**config.mk**
```make
export PLATFORM = sky130hd
export DESIGN_NAME = icache_main_fsm_param
export DESIGN_NICKNAME = d
export VERILOG_FILES = /design/src/rtl/icache_pkg.sv /design/src/rtl/icache_main_fsm_param.sv
export SDC_FILE = /design/constraint.sdc
export NUM_CORES = 1
export LEC_CHECK = 0
export CAP_MARGIN = 20
export CORE_ASPECT_RATIO = 1.1
export CORE_MARGIN = 8
export CORE_UTILIZATION = 45
export DETAILED_ROUTE_END_ITERATION = 10
export DONT_BUFFER_PORTS = 1
export PLACE_DENSITY = 0.59
export RECOVER_POWER = 25
export SYNTH_ARGS = -nofsm -noshare
export SYNTH_HDL_FRONTEND = slang
export SYNTH_SLANG_ARGS = --single-unit
```
**constraint.sdc**
```tcl
create_clock -name clk -period 3.45 [get_ports clk]
set_clock_uncertainty 0.05 [all_clocks]
set_input_delay 0.69 -clock clk [delete_from_list [all_inputs] [get_ports clk]]
set_output_delay 0.69 -clock clk [all_outputs]
set_load 0.03 [all_outputs]
```
**src/rtl/icache_pkg.sv**
```systemverilog
// Shared definitions for the I-cache control logic.
//   state_t  : main controller state encoding
//   CACOP_*  : cache-operation codes carried on cacop_code
//   onehot() : 3-bit way index to an 8-bit one-hot vector (covers up to 8 ways)
package icache_pkg;

  typedef enum logic [2:0] {
    S_IDLE        = 3'd0,
    S_LOOKUP      = 3'd1,
    S_REPLACE     = 3'd2,
    S_REFILL      = 3'd3,
    S_DRAIN       = 3'd4,
    S_CACOP       = 3'd5,
    S_EXTRA_READY = 3'd6
  } state_t;

  localparam logic [1:0] CACOP_STORE_TAG = 2'b00;
  localparam logic [1:0] CACOP_IDX_INV   = 2'b01;
  localparam logic [1:0] CACOP_HIT_INV   = 2'b10;
  localparam logic [1:0] CACOP_NOP       = 2'b11;

  function automatic logic [7:0] onehot(input logic [2:0] idx);
    onehot = 8'b0000_0001 << idx;
  endfunction

endpackage

```
**src/rtl/icache_main_fsm_param.sv**
```systemverilog
// Parametrised I-cache main controller: lookup, miss refill, uncached fetch
// and CACOP, with early restart and cancel/drain of in-flight misses.
// Ports:
//   clk, rstn                 clock, synchronous active-low reset
//   valid, cancel, uncache    IF-stage request, flush, uncached attribute
//   cache_hit, hit            lookup result (any-way / one-hot per way)
//   lru_way_sel               one-hot victim way for refills
//   addr_rbuf, exception      buffered request address, exception code
//   cacop_en, cacop_code      cache-operation request
//   r_rdy_AXI, r_valid, r_last  AXI read handshake and beat stream
//   way_visit .. cacop_complete  RAM, buffer, AXI and IF-side controls
module icache_main_fsm_param
  import icache_pkg::*;
#(
  parameter int unsigned WAYS       = 4,
  parameter int unsigned LINE_WORDS = 16
) (
  input  logic            clk,
  input  logic            rstn,
  input  logic            valid,
  input  logic            cancel,
  input  logic            uncache,
  input  logic            cache_hit,
  input  logic [WAYS-1:0] hit,
  input  logic [WAYS-1:0] lru_way_sel,
  input  logic [31:0]     addr_rbuf,
  input  logic [6:0]      exception,
  input  logic            cacop_en,
  input  logic [1:0]      cacop_code,
  input  logic            r_rdy_AXI,
  input  logic            r_valid,
  input  logic            r_last,
  output logic [WAYS-1:0] way_visit,
  output logic            mbuf_we,
  output logic            pbuf_we,
  output logic            rbuf_we,
  output logic            rdata_sel,
  output logic            way_sel_en,
  output logic [7:0]      r_length,
  output logic [WAYS-1:0] mem_we,
  output logic [WAYS-1:0] tagv_we,
  output logic            tagv_clear,
  output logic            r_req,
  output logic            r_data_ready,
  output logic            data_valid,
  output logic            early_valid,
  output logic            cache_ready,
  output logic            cacop_ready,
  output logic            cacop_complete
);

  localparam int unsigned WAY_W  = $clog2(WAYS);
  localparam int unsigned BEAT_W = $clog2(LINE_WORDS);

  state_t state, state_n, idle_next;

  logic [BEAT_W-1:0] beat_cnt;
  logic              killed;
  logic              crit_done;

  logic [BEAT_W-1:0] crit_beat;
  logic              crit_beat_now;
  logic [7:0]        idx_oh;
  logic              unused_bits;

  // Uncached fetches are single-beat, so the wanted word is always beat 0.
  assign crit_beat     = uncache ? '0 : addr_rbuf[BEAT_W+1:2];
  assign crit_beat_now = (state == S_REFILL) && r_valid && (beat_cnt == crit_beat);
  assign idx_oh        = onehot(3'(addr_rbuf[WAY_W-1:0]));
  assign unused_bits   = ^{addr_rbuf, idx_oh};

  // Shared by IDLE, hit-in-LOOKUP and EXTRA_READY: CACOP wins over a fetch.
  always_comb begin
    idle_next = S_IDLE;
    if (cacop_en)   idle_next = S_CACOP;
    else if (valid) idle_next = S_LOOKUP;
  end

  always_ff @(posedge clk) begin
    if (!rstn) begin
      state     <= S_IDLE;
      beat_cnt  <= '0;
      killed    <= 1'b0;
      crit_done <= 1'b0;
    end else begin
      state <= state_n;
      case (state)
        S_REPLACE: begin
          // A flush here cannot withdraw the request; remember it so the
          // burst is routed to DRAIN once accepted.
          if (cancel)    killed   <= 1'b1;
          if (r_rdy_AXI) beat_cnt <= '0;
        end
        S_REFILL: begin
          if (r_valid)       beat_cnt  <= beat_cnt + 1'b1;
          if (cancel)        killed    <= 1'b1;
          if (crit_beat_now) crit_done <= 1'b1;
        end
        S_DRAIN: begin
          if (r_valid && r_last) killed <= 1'b0;
        end
        S_EXTRA_READY: begin
          killed    <= 1'b0;
          crit_done <= 1'b0;
        end
        default: ;
      endcase
    end
  end

  always_comb begin
    state_n = S_IDLE;
    case (state)
      S_IDLE: state_n = idle_next;
      S_LOOKUP: begin
        if (exception != '0)          state_n = S_IDLE;
        else if (cancel)              state_n = S_IDLE;
        else if (uncache || !cache_hit) state_n = S_REPLACE;
        else                          state_n = idle_next;
      end
      S_REPLACE: begin
        if (r_rdy_AXI) state_n = (killed || cancel) ? S_DRAIN : S_REFILL;
        else           state_n = S_REPLACE;
      end
      S_REFILL:      state_n = (r_valid && r_last) ? S_EXTRA_READY : S_REFILL;
      S_DRAIN:       state_n = (r_valid && r_last) ? S_IDLE : S_DRAIN;
      S_CACOP:       state_n = (exception != '0) ? S_IDLE : S_EXTRA_READY;
      S_EXTRA_READY: state_n = idle_next;
      default:       state_n = S_IDLE;
    endcase
  end

  always_comb begin
    way_visit      = '0;
    mbuf_we        = 1'b0;
    pbuf_we        = 1'b0;
    rbuf_we        = 1'b0;
    rdata_sel      = 1'b0;
    way_sel_en     = 1'b0;
    r_length       = 8'(LINE_WORDS - 1);
    mem_we         = '0;
    tagv_we        = '0;
    tagv_clear     = 1'b0;
    r_req          = 1'b0;
    r_data_ready   = 1'b0;
    data_valid     = 1'b0;
    early_valid    = 1'b0;
    cache_ready    = 1'b0;
    cacop_ready    = 1'b0;
    cacop_complete = 1'b0;
    case (state)
      S_IDLE: begin
        rbuf_we     = 1'b1;
        cache_ready = 1'b1;
        cacop_ready = 1'b1;
      end
      S_LOOKUP: begin
        if (exception != '0) begin
          data_valid = 1'b1;
        end else if (cancel) begin
          // killed in LOOKUP: nothing leaves the controller
        end else if (uncache || !cache_hit) begin
          rdata_sel = 1'b1;
          pbuf_we   = 1'b1;
          mbuf_we   = 1'b1;
        end else begin
          rdata_sel   = 1'b1;
          pbuf_we     = 1'b1;
          data_valid  = 1'b1;
          rbuf_we     = 1'b1;
          way_sel_en  = 1'b1;
          cache_ready = 1'b1;
          cacop_ready = 1'b1;
          way_visit   = hit;
        end
      end
      S_REPLACE: begin
        r_req = 1'b1;
        if (uncache) r_length = 8'd0;
      end
      S_REFILL: begin
        r_data_ready = 1'b1;
        early_valid  = crit_beat_now && !killed && !cancel && !crit_done;
        // The line is written even when killed so the tags stay coherent.
        if (r_valid && r_last && !uncache) begin
          mem_we     = lru_way_sel;
          tagv_we    = lru_way_sel;
          way_visit  = lru_way_sel;
          way_sel_en = 1'b1;
        end
      end
      S_DRAIN: begin
        r_data_ready = 1'b1;
      end
      S_CACOP: begin
        if (exception != '0) begin
          data_valid = 1'b1;
        end else begin
          case (cacop_code)
            CACOP_STORE_TAG, CACOP_IDX_INV: begin
              tagv_clear = 1'b1;
              tagv_we    = idx_oh[WAYS-1:0];
              data_valid = 1'b1;
            end
            CACOP_HIT_INV: begin
              tagv_clear = 1'b1;
              tagv_we    = hit;
              data_valid = 1'b1;
            end
            default: ;
          endcase
        end
      end
      S_EXTRA_READY: begin
        data_valid     = !killed;
        rbuf_we        = 1'b1;
        cache_ready    = 1'b1;
        cacop_ready    = 1'b1;
        cacop_complete = 1'b1;
      end
      default: ;
    endcase
  end

endmodule
```
Word-level counts from Yosys, hierarchy flattened
Cells that the tools add are included.
W data, S select, Z words.
{ "word_totals": {"register_bits": 9, "in_bits": 59, "out_inout_bits": 33, "elab_cells": 102} }
{ "op_classes": {"addsub": 1, "n_eq_ne": 14, "shift": 1, "mux": 54, "reduce_logical": 28} }
{ "ops": {"columns": ["cell", "count"], "rows": [
  ["$mux W4", 11],
  ["$pmux W4 S2", 4],
  ["$mux W3", 9],
  ["$mux W1", 24],
  ["$pmux W3 S6", 1],
  ["$eq A3 B3 Y1 const B", 3],
  ["$ne A2 B2 Y1 const B", 4],
  ["$reduce_or A2 Y1", 4],
  ["$logic_and A1 B1 Y1", 7],
  ["$reduce_bool A7 Y1", 1],
  ["$eq A3 B2 Y1 const B", 2],
  ["$pmux W1 S2", 3],
  ["$pmux W1 S3", 2],
  ["$reduce_and A3 Y1", 2],
  ["$logic_not A1 Y1", 5],
  ["$add A4 B1 Y4 const B", 1],
  ["$eq A4 B4 Y1", 1],
  ["$reduce_bool A2 Y1", 2],
  ["$shl A1 B2 Y4 const A", 1],
  ["$eq A3 B1 Y1 const B", 1],
  ["$logic_not A3 Y1", 1],
  ["$reduce_bool A3 Y1", 1],
  ["$reduce_or A3 Y1", 1],
  ["$eq A2 B1 Y1 const B", 1],
  ["5 further kinds", 6]
]} }

Logic depth before layout (Yosys ltp)
{ "logic_depth": {"ltp_word": 7, "ltp_mapped": 6, "mapped_depth_nobuf": 5} }

Least setup slack after synthesis
No wires, ideal clock.
{ "synth_path": {"path_kind": "input to output", "startpoint": "input exception[2]", "endpoint": "output mbuf_we", "arrival_time_ns": 2.470, "required_ns": 2.710, "slack_ns": 0.240, "stages": 4, "path_cell_list": "or4_4 -> nor3_1 -> nand2_1 -> inv_1"} }
{ "synth_via": {"elab_chain_len": 3} }
{ "synth_lines": {"columns": ["item", "line_no", "text"], "rows": [
  ["from (decl)", "icache_main_fsm_param.sv:27", "input logic [6:0] exception,"],
  ["$reduce_bool A7 Y1", "icache_main_fsm_param.sv:158", "if (exception != '0) begin"],
  ["$mux W1", "icache_main_fsm_param.sv:158", null],
  ["$mux W1", "icache_main_fsm_param.sv:151", "case (state)"],
  ["to (decl)", "icache_main_fsm_param.sv:34", "output logic mbuf_we,"]
]} }
Every way passes these cells.

Final worst setup path
{ "layout_path": {"startpoint": "input exception[2]", "endpoint": "output way_visit[3]"} }
{ "layout_via": {"elab_chain_len": 3} }
{ "layout_lines": {"columns": ["item", "line_no", "text"], "rows": [
  ["$reduce_bool A7 Y1", "icache_main_fsm_param.sv:158", null],
  ["$mux W4", "icache_main_fsm_param.sv:158", null],
  ["$pmux W4 S2", "icache_main_fsm_param.sv:151", null],
  ["to (decl)", "icache_main_fsm_param.sv:33", "output logic [WAYS-1:0] way_visit,"]
]} }
Every way passes these cells.

==> run metrics <==
outcome complete, no violations; Nets approximately 210; RSZ-0062 raised after global routing no; GPL Wtd Cong between 0.7 and 0.8; Tightest Hold Check Type register to register; Post-Route WL ~2700 um; Hold-fix buffers, CTS 0; DIE WIDTH 60.7 um; post_cts resized 0; reg-to-reg slack, setup 1.48 ns; Clock Sinks 9; initial antenna violation count 0; RR Startpoint state[2]$_SDFF_PN0_; hold path cells 2; met3 wire len just over 300 um; DRT Pass-1 Iters 4; TritonCTS buffer count 3; Slew HR 0.378; fraction of layout instances using a drive strength above 1 0.136; number of global-route vias before repair ~900; Synth Flop Type dfxtp_1; n_diodes 0; H-tree levels 1; worst r2r path cells 5; R2R Path End state[0]$_SDFF_PN0_; drt wl/cell 15.3 um; Post-DP Area between 1000 and 1500 sq um; die area approximately 4000 sq um; power per cell area about 250 nW/um^2; Crit. End Element output port; area grow syn2layout 5.18%; yosys warns 0; Starting Density 0.458; flip-flop and latch count after synthesis 9; global-route wire length before repair 4040 um; Peak VDD IR approximately 220 uV; Synth Area per Inst 6.87 sq um; Tcrit/Tclk final 0.870; most frequent cells in the layout nand2_1, nor2_1, o21ai_0, dfxtp_1, buf_4; max-cap viol count 0; wl on met1 just over 1000 um; final hold violation count 0; WL met2 approximately 1300 um; Clk pin slew, worst setup/hold paths roughly 0.06 ns; Worst Path Arrival roughly 2.3 ns; Hold Startpoint crit_done$_SDFFE_PN0P_; Pwr Total between 200 and 300 uW; Clk Latency, worst-skew pair ~0.25 ns; most common cell after layout, fill and taps aside nand2_1; fraction of registers with async set/reset 0; Site Rows 18; Setup Buffers After CTS 0; Vias 990; data required time of the worst path between 2 and 3 ns; cell count after synthesis approximately 140; CTS tree done; vias per cell ~5.6; Final HPWL DP between 2000 and 2500 um; final setup fails 0; remaining global-route overflow 0; top sig layer met4; pin count of the biggest net entering global routing 16; IO Pins between 90 and 100; synthesized area about 990 sq um; min Tclk post-route roughly 3 ns; Die Y between 60 and 70 um; sequential fraction of the synthesis area 0.182; final max-slew violation count 0; final setup TNS 0 ns; Routed Antenna Nets 0; startpoint types input pin; Slew @ Worst Pin around 0.9 ns; # DRC 0; fin util 0.481; Fillers about 250; GRT Total Usage 0.128; LEAKAGE 0.404 nW; number of enable flip-flop cells after synthesis 0; CTS max path bufs 2; hold path endpoint crit_done$_SDFFE_PN0P_; Synth cell types between 40 and 50; core area 2160 sq um; root buffer cell clkbuf_4; max frequency roughly 330 MHz; Design Area, Final 1040 sq um; Max FO, Critical Path 7; initial drt markers 36; number of port buffers 0; kind of critical path input pin to output port
[logic make-up after synthesis]
logic type,count (synthesis),synth area share
XOR/XNOR,4,0.0354
flip-flops,9,0.182
AND/OR/NAND/NOR,67,0.383
other,1,0.00379
multiplexers,1,0.0114
AO/OA/AOI/OAI,38,0.245
adder cells (fa/ha/maj),1,0.0126
buffers and inverters,23,0.126
[state kept, by name, summed over array words and instances, names as in the netlist]
name       flops
killed         1
state          3
beat_cnt       4
crit_done      1
[power by group]
part           switching [mW]  internal (mW)  leakage (nW)
registers             0.00342          0.106        0.0730
logic                  0.0452         0.0201         0.316
clock network          0.0366         0.0446        0.0150
total                  0.0853          0.171         0.404
[critical path, cell delays in order]
cell and delay [ns]:
or4_4 0.54, nor4_1 0.39, clkbuf_1 0.29, nand2_1 0.09, nand2_1 0.25
[stage by stage]
| stage | cells | worst slack [ns] | hold slack, ns |
|---|---|---|---|
| after global routing | 177 | 0.283 | 0.476 |
| after detailed placement | 173 | 0.613 | 0.438 |
| final | 177 | 0.448 | 0.450 |
| after floorplan | 147 | 0.240 | 0.394 |
| after CTS | 177 | 0.582 | 0.447 |
| after global placement | 173 | 0.622 | 0.426 |
[Yosys cell counts (3+ instances only)]
| master | number | area (sq um) |
|---|---|---|
| nand2_1 | 18 | 67.6 |
| nor2_1 | 12 | 45.0 |
| o21ai_0 | 12 | 60.1 |
| buf_4 | 10 | 75.1 |
| dfxtp_1 | 9 | 180 |
| nor2b_1 | 8 | 50.1 |
| inv_1 | 7 | 26.3 |
| a21oi_1 | 6 | 30.0 |
| nand3_1 | 6 | 30.0 |
| clkbuf_1 | 5 | 18.8 |
| xnor2_1 | 4 | 35.0 |
| a211oi_1 | 3 | 22.5 |
| a21boi_0 | 3 | 22.5 |
| nand2b_1 | 3 | 18.8 |
| nor3_1 | 3 | 15.0 |
| nor3b_1 | 3 | 22.5 |
| nor4b_1 | 3 | 26.3 |
[how the worst max path moves through the flow]
stage / from / to / slack (ns) / cells past startpoint
floorplan: exception[2] / mbuf_we / 0.24 / 4
global placement: exception[2] / data_valid / 0.62 / 3
detailed placement: exception[2] / data_valid / 0.61 / 3
CTS: state[1]$_SDFF_PN0_ / tagv_we[0] / 0.58 / 6
global route: exception[2] / way_visit[1] / 0.28 / 5
finish: exception[2] / way_visit[3] / 0.45 / 5
[area by class of cell]
| cell class | instances | area, sq um | share of cell area |
|---|---|---|---|
| multi-input cells | 115 | 692 | 0.665 |
| flip-flops and latches | 9 | 180 | 0.173 |
| repair buffers | 12 | 78.8 | 0.0757 |
| well taps | 30 | 37.5 | 0.0361 |
| clock buffers | 4 | 26.3 | 0.0252 |
| inverters | 7 | 26.3 | 0.0252 |
[per-layer routing]
| layer | vias to the layer above | track usage |
|---|---|---|
| met5 | - | 0 |
| li1 | 507 | - |
| met1 | 442 | 0.139 |
| met4 | 0 | 0.0437 |
| met3 | 4 | 0.0488 |
| met2 | 37 | 0.218 |
Note: power is estimated with default switching activity, not from simulation.
